## src/rtl/memshare_vnu_out.sv

```systemverilog
// memshare_vnu_out -- output-side assembler for one IB-RAM column-bank share group.
//
// Shared columns read their bank one cycle after the non-shared columns, so every
// VNU message arrives as two bank beats: phase 0 carries the non-shared lanes and
// phase 1 the shared lanes. Phase 0 is parked in a holding register, phase 1 is
// merged lane-wise on top of it, and the aligned message is registered towards the
// VNUs behind a valid/ready handshake.
//
// Ports:
//   sys_clk     single rising-edge clock
//   rst         synchronous active-high reset
//   bank_valid  bank beat valid
//   bank_phase  0 = non-shared lanes, 1 = shared lanes
//   bank_rdata  lane i at [i*DATA_W +: DATA_W]
//   bank_ready  beat accepted when bank_valid && bank_ready
//   vnu_valid   merged message valid (registered)
//   vnu_msg     merged message, same lane packing (registered)
//   vnu_ready   VNU consumes when vnu_valid && vnu_ready
//   phase_err   sticky protocol error, cleared only by rst
//   msg_cnt     messages consumed by the VNU, wraps

// Per-lane source select: shared lanes come from the phase-1 beat, the rest from
// the phase-0 source.
module memshare_vnu_lane #(
  parameter int DATA_W = 4,
  parameter bit SHARED = 1'b0
) (
  input  logic [DATA_W-1:0] p0_lane,
  input  logic [DATA_W-1:0] p1_lane,
  output logic [DATA_W-1:0] msg_lane
);
  assign msg_lane = SHARED ? p1_lane : p0_lane;
endmodule

module memshare_vnu_out #(
  parameter int                   GROUP_NUM        = 5,
  parameter logic [GROUP_NUM-1:0] SHARE_COL_CONFIG = 5'b10101,
  parameter int                   DATA_W           = 4,
  parameter int                   CNT_W            = 16
) (
  input  logic                        sys_clk,
  input  logic                        rst,
  input  logic                        bank_valid,
  input  logic                        bank_phase,
  input  logic [GROUP_NUM*DATA_W-1:0] bank_rdata,
  output logic                        bank_ready,
  output logic                        vnu_valid,
  output logic [GROUP_NUM*DATA_W-1:0] vnu_msg,
  input  logic                        vnu_ready,
  output logic                        phase_err,
  output logic [CNT_W-1:0]            msg_cnt
);

  localparam int MSG_W    = GROUP_NUM * DATA_W;
  // With no shared column a single phase-0 beat is already a full message.
  localparam bit NO_SHARE = (SHARE_COL_CONFIG == '0);

  typedef enum logic {EXP_P0, EXP_P1} state_t;

  state_t            state;
  logic [MSG_W-1:0]  hold;
  logic [MSG_W-1:0]  p0_src;
  logic [MSG_W-1:0]  merged;
  logic              out_free;
  logic              accept;

  // In the degenerate config the phase-0 lanes bypass the holding register.
  assign p0_src = NO_SHARE ? bank_rdata : hold;

  for (genvar g = 0; g < GROUP_NUM; g++) begin : g_lane
    memshare_vnu_lane #(
      .DATA_W (DATA_W),
      .SHARED (SHARE_COL_CONFIG[g])
    ) u_lane (
      .p0_lane  (p0_src[g*DATA_W +: DATA_W]),
      .p1_lane  (bank_rdata[g*DATA_W +: DATA_W]),
      .msg_lane (merged[g*DATA_W +: DATA_W])
    );
  end

  // Output register can take a new message if empty or being drained this cycle.
  assign out_free = !vnu_valid || vnu_ready;

  // Capturing phase 0 needs no output space; anything that loads the output does.
  always_comb begin
    bank_ready = 1'b0;
    case (state)
      EXP_P0:  bank_ready = NO_SHARE ? out_free : 1'b1;
      EXP_P1:  bank_ready = out_free;
      default: bank_ready = 1'b0;
    endcase
  end

  assign accept = bank_valid && bank_ready;

  always_ff @(posedge sys_clk) begin
    if (rst) begin
      state     <= EXP_P0;
      hold      <= '0;
      vnu_valid <= 1'b0;
      vnu_msg   <= '0;
      phase_err <= 1'b0;
      msg_cnt   <= '0;
    end else begin
      // Drain first; a load in the same cycle overrides the clear (no bubble).
      if (vnu_valid && vnu_ready) begin
        msg_cnt   <= msg_cnt + CNT_W'(1);
        vnu_valid <= 1'b0;
      end
      if (accept) begin
        case (state)
          EXP_P0: begin
            if (bank_phase) begin
              // Phase 1 with nothing to merge into: drop it.
              phase_err <= 1'b1;
            end else if (NO_SHARE) begin
              vnu_valid <= 1'b1;
              vnu_msg   <= merged;
            end else begin
              hold  <= bank_rdata;
              state <= EXP_P1;
            end
          end
          EXP_P1: begin
            if (bank_phase) begin
              vnu_valid <= 1'b1;
              vnu_msg   <= merged;
              state     <= EXP_P0;
            end else begin
              // Second phase 0 in a row: restart the message with the new beat.
              hold      <= bank_rdata;
              phase_err <= 1'b1;
            end
          end
          default: state <= EXP_P0;
        endcase
      end
    end
  end

endmodule

```

## config.mk

```make
export PLATFORM = sky130hd
export DESIGN_NAME = memshare_vnu_out
export DESIGN_NICKNAME = d
export VERILOG_FILES = /design/src/rtl/memshare_vnu_out.sv
export SDC_FILE = /design/constraint.sdc
export NUM_CORES = 1
export LEC_CHECK = 0
export CAP_MARGIN = 20
export CORE_UTILIZATION = 35
export CTS_CLUSTER_SIZE = 14
export DETAILED_ROUTE_END_ITERATION = 10
export PLACE_DENSITY = 0.69
export SYNTH_ARGS = -nofsm -noshare
export SYNTH_HDL_FRONTEND = slang
export SYNTH_SLANG_ARGS = --single-unit
export TNS_END_PERCENT = 50
```

## constraint.sdc

```tcl
create_clock -name sys_clk -period 1.1 [get_ports sys_clk]
set_input_delay 0.22 -clock sys_clk [delete_from_list [all_inputs] [get_ports sys_clk]]
set_output_delay 0.22 -clock sys_clk [all_outputs]
set_load 0.1 [all_outputs]
```

==> results.sh <==
export IMPL_status="finished with violations"
export IMPL_violations="setup timing"
export IMPL_finalWirelength_um=6090
export IMPL_irDropWorstVdd_v=0.000777
export IMPL_wl_per_cell_um=15.7
export IMPL_finalNonFillerCells=388
export IMPL_arrival_ns=1.57
export IMPL_multi_input_area_um2=1100
export IMPL_p_clk_share_pct=39.9
export IMPL_finalCriticalPeriod_ns=1.38
export IMPL_synth_cell_type_count=28
export IMPL_swShare_pct=23.4
export IMPL_p_switching_uw=826
export IMPL_final_setup_worst_slack_ns=-0.280
export IMPL_fin_util_pct=79.9
export IMPL_cp_data_required_time_ns=1.29
export IMPL_antenna_found_initial=0
export IMPL_finalHoldViolations=0
export IMPL_hold_path_class="primary input to flop"
export IMPL_yosys_warnings=0
export IMPL_start_kind="flop"
export IMPL_diodes=0
export IMPL_die_w_um=74.2
export IMPL_postRouteAntennaNets=0
export IMPL_share_seq_of_total_power_pct=48.7
export IMPL_insertion_delay_ns=0.31
export IMPL_syn_avg_cell_area_um2=8.65
export IMPL_skew_ns=0.00267
export IMPL_die_area_um2=5510
export IMPL_crit_fanout=5
export IMPL_slew_violations=0
export IMPL_syn_inst=211
export IMPL_fmax_mhz=725
export IMPL_relSlewSlack_pct=83.5
export IMPL_ctsRootBufferMaster="clkbuf_8"
export IMPL_p_comb_share_pct=11.3
export IMPL_nets=347
export IMPL_io_pins=64
export IMPL_fin_crit_sh_pct=125
export IMPL_drive_gt1_share_pct=52.3
export IMPL_grt_pass1_vias=1878
export IMPL_critical_path_startpoint="msg_cnt[4]"
export IMPL_maxCapViolCount=0
export IMPL_first_iter_violations=53
export IMPL_syn_nets=238
export IMPL_powerDensity_nw_per_um2=904
export IMPL_cp_end_kind="flop"
export IMPL_numCtsBuffers=5
export IMPL_vias=1916
export IMPL_ys_ff_latch=47
export IMPL_r2r_start="msg_cnt[4]"
export IMPL_dp_final_hpwl_um=3380
export IMPL_dp_cells=362
export IMPL_seq_area_um2=1030
export IMPL_drc=0
export IMPL_num_rows=25
export IMPL_worstHoldStart="vnu_ready"
export IMPL_syn_area_um2=1830
export IMPL_rsz0062_at_grt="yes"
export IMPL_crit_type="flop to flop"
export IMPL_grt_overflow_total=0
export IMPL_leakage_nw=1.66
export IMPL_grt_pass1_wl_um=8930
export IMPL_ctsHoldBuffers=0
export IMPL_htreeDepth=2
export IMPL_vias_per_cell=4.94
export IMPL_cts_sinks=47
export IMPL_tightestPinTransition_ns=0.246
export IMPL_cts_tree="yes"
export IMPL_coreArea_um2=4880
export IMPL_fp_dieH_um=74.2
export IMPL_cts_clk_slew_worst_paths_ns=0.09
export IMPL_grt_usage_pct=21.7
export IMPL_yosysSeqAreaShare_pct=51.5
export IMPL_setup_viol=58
export IMPL_place_port_buffers=63
export IMPL_initial_core_util_pct=37.4
export IMPL_grt_max_degree=19
export IMPL_gp_congestion=0.760
export IMPL_internal_power_mw=2.70
export IMPL_firstDrtPassIters=5
export IMPL_cts_path_max_buffers=2
export IMPL_area_growth_synth_to_final_pct=114
export IMPL_fillCellCount=281
==> cell usage after synthesis, drive strengths merged <==
library cell,count,area [um2]
ha,2,25.0
a21oi,24,120
nand3b,2,15.0
mux2i,8,80.1
nor2b,1,6.26
inv,4,15.0
nand3,6,35.0
nor4,5,31.3
and4,1,8.76
xnor2,9,78.8
xor2,4,35.0
and3,1,6.26
nand2,48,180
clkbuf,4,15.0
nand2b,1,6.26
a31o,1,8.76
mux2,1,11.3
nor3,4,20.0
dfxtp,47,941
nand4,6,52.6
a31oi,1,6.26
nor2,25,96.4
buf,6,31.3
==> layout make-up <==
| class | count | area share, % |
|---|---|---|
| clock buffer | 7 | 2.50 |
| clock inverter | 1 | 0.770 |
| timing repair buffer | 111 | 39.7 |
| multi-input combinational | 151 | 28.1 |
| sequential | 47 | 26.4 |
| inverter | 4 | 0.385 |
| tap | 67 | 2.15 |
==> per-stage QoR <==
stage,total power [mW],setup TNS [ns],hold slack (ns),instance area (um2),setup slack [ns]
after detailed placement,2.11,-26.12,0.450,3250,-0.665
after global routing,3.63,-11.89,0.279,3900,-0.349
after global placement,2.11,-24.73,0.439,3250,-0.650
final,3.53,-9.08,0.258,3900,-0.280
after CTS,3.51,-6.73,0.422,3610,-0.210
after floorplan,1.92,-42.35,0.356,1960,-1.26
==> logic make-up (layout without fill, tap and decap cells) <==
kind of cell | count (synthesis) | count (layout) | synth area share, %
and+or+nand+nor | 100 | 101 | 25.1
muxes | 9 | 9 | 5.00
xor gates and xnor gates | 13 | 13 | 6.24
AOI/OAI and AO/OA | 26 | 26 | 7.40
adders and majority gates | 2 | 2 | 1.37
DFF | 47 | 47 | 51.5
buffers and inverters | 14 | 123 | 3.36
==> worst max-delay path, cell delays in order, from the launching register on <==
cell,delay (ns)
dfxtp_4,0.40
nand4_4,0.20
nor2_1,0.18
nand4_1,0.14
mux2_1,0.35
==> path summary, 6_finish.rpt <==
| check | to | slack, ns | cells after the start |
|---|---|---|---|
| setup / recovery | msg_cnt[13] | -0.28 | 4 |
| hold / removal | msg_cnt[1] | 0.26 | 3 |
| hold reg to reg | vnu_msg[4] | 0.46 | 2 |
| setup reg to reg | msg_cnt[13] | -0.28 | 4 |
==> repair_timing <==
item | 4_1_cts | 5_1_grt
pin swaps | 7 | 26
gates resized for setup | 48 | 46
cloned | 3 | 2
setup endpoints to repair | 80 | 66
setup buffers | 3 | 10
==> placed cells by master (no fill, tap or decap), types with 5 or more instances in the layout <==
cell             instances
mux2i_1                  8
clkdlybuf4s50_1         23
buf_4                   16
nor4_4                   5
nand2_1                 38
nand4_1                  5
dfxtp_2                 23
nand2_4                  6
nor2_1                  24
a21oi_2                  6
a21oi_1                 18
buf_12                  40
xnor2_1                  9
clkbuf_8                 5
dfxtp_1                  8
dfxtp_4                 16
buf_6                   28
==> routing by layer <==
| layer | vias to the layer above | global-route usage, % | share of wire, % |
|---|---|---|---|
| li1 | 931 | - | - |
| met1 | 908 | 25.8 | 38 |
| met2 | 62 | 36.8 | 54 |
| met3 | 15 | 5.69 | 5.1 |
| met4 | 0 | 10.3 | 2.4 |
| met5 | - | 0 | 0 |
==> registers in the layout, indices dropped and copies added, names as in the netlist <==
register and cells:
vnu_valid 1, vnu_msg 20, state 1, msg_cnt 16, hold 8, phase_err 1
==> power groups by stage <==
stage / combinational, mW / clock (mW) / sequential, mW
finish: 0.400 / 1.41 / 1.72
detailed placement: 0.358 / 0 / 1.76
global placement: 0.356 / 0 / 1.75
floorplan: 0.0858 / 0 / 1.84
CTS: 0.374 / 1.42 / 1.72
global route: 0.421 / 1.49 / 1.72
(Power assumes the default switching activity.)
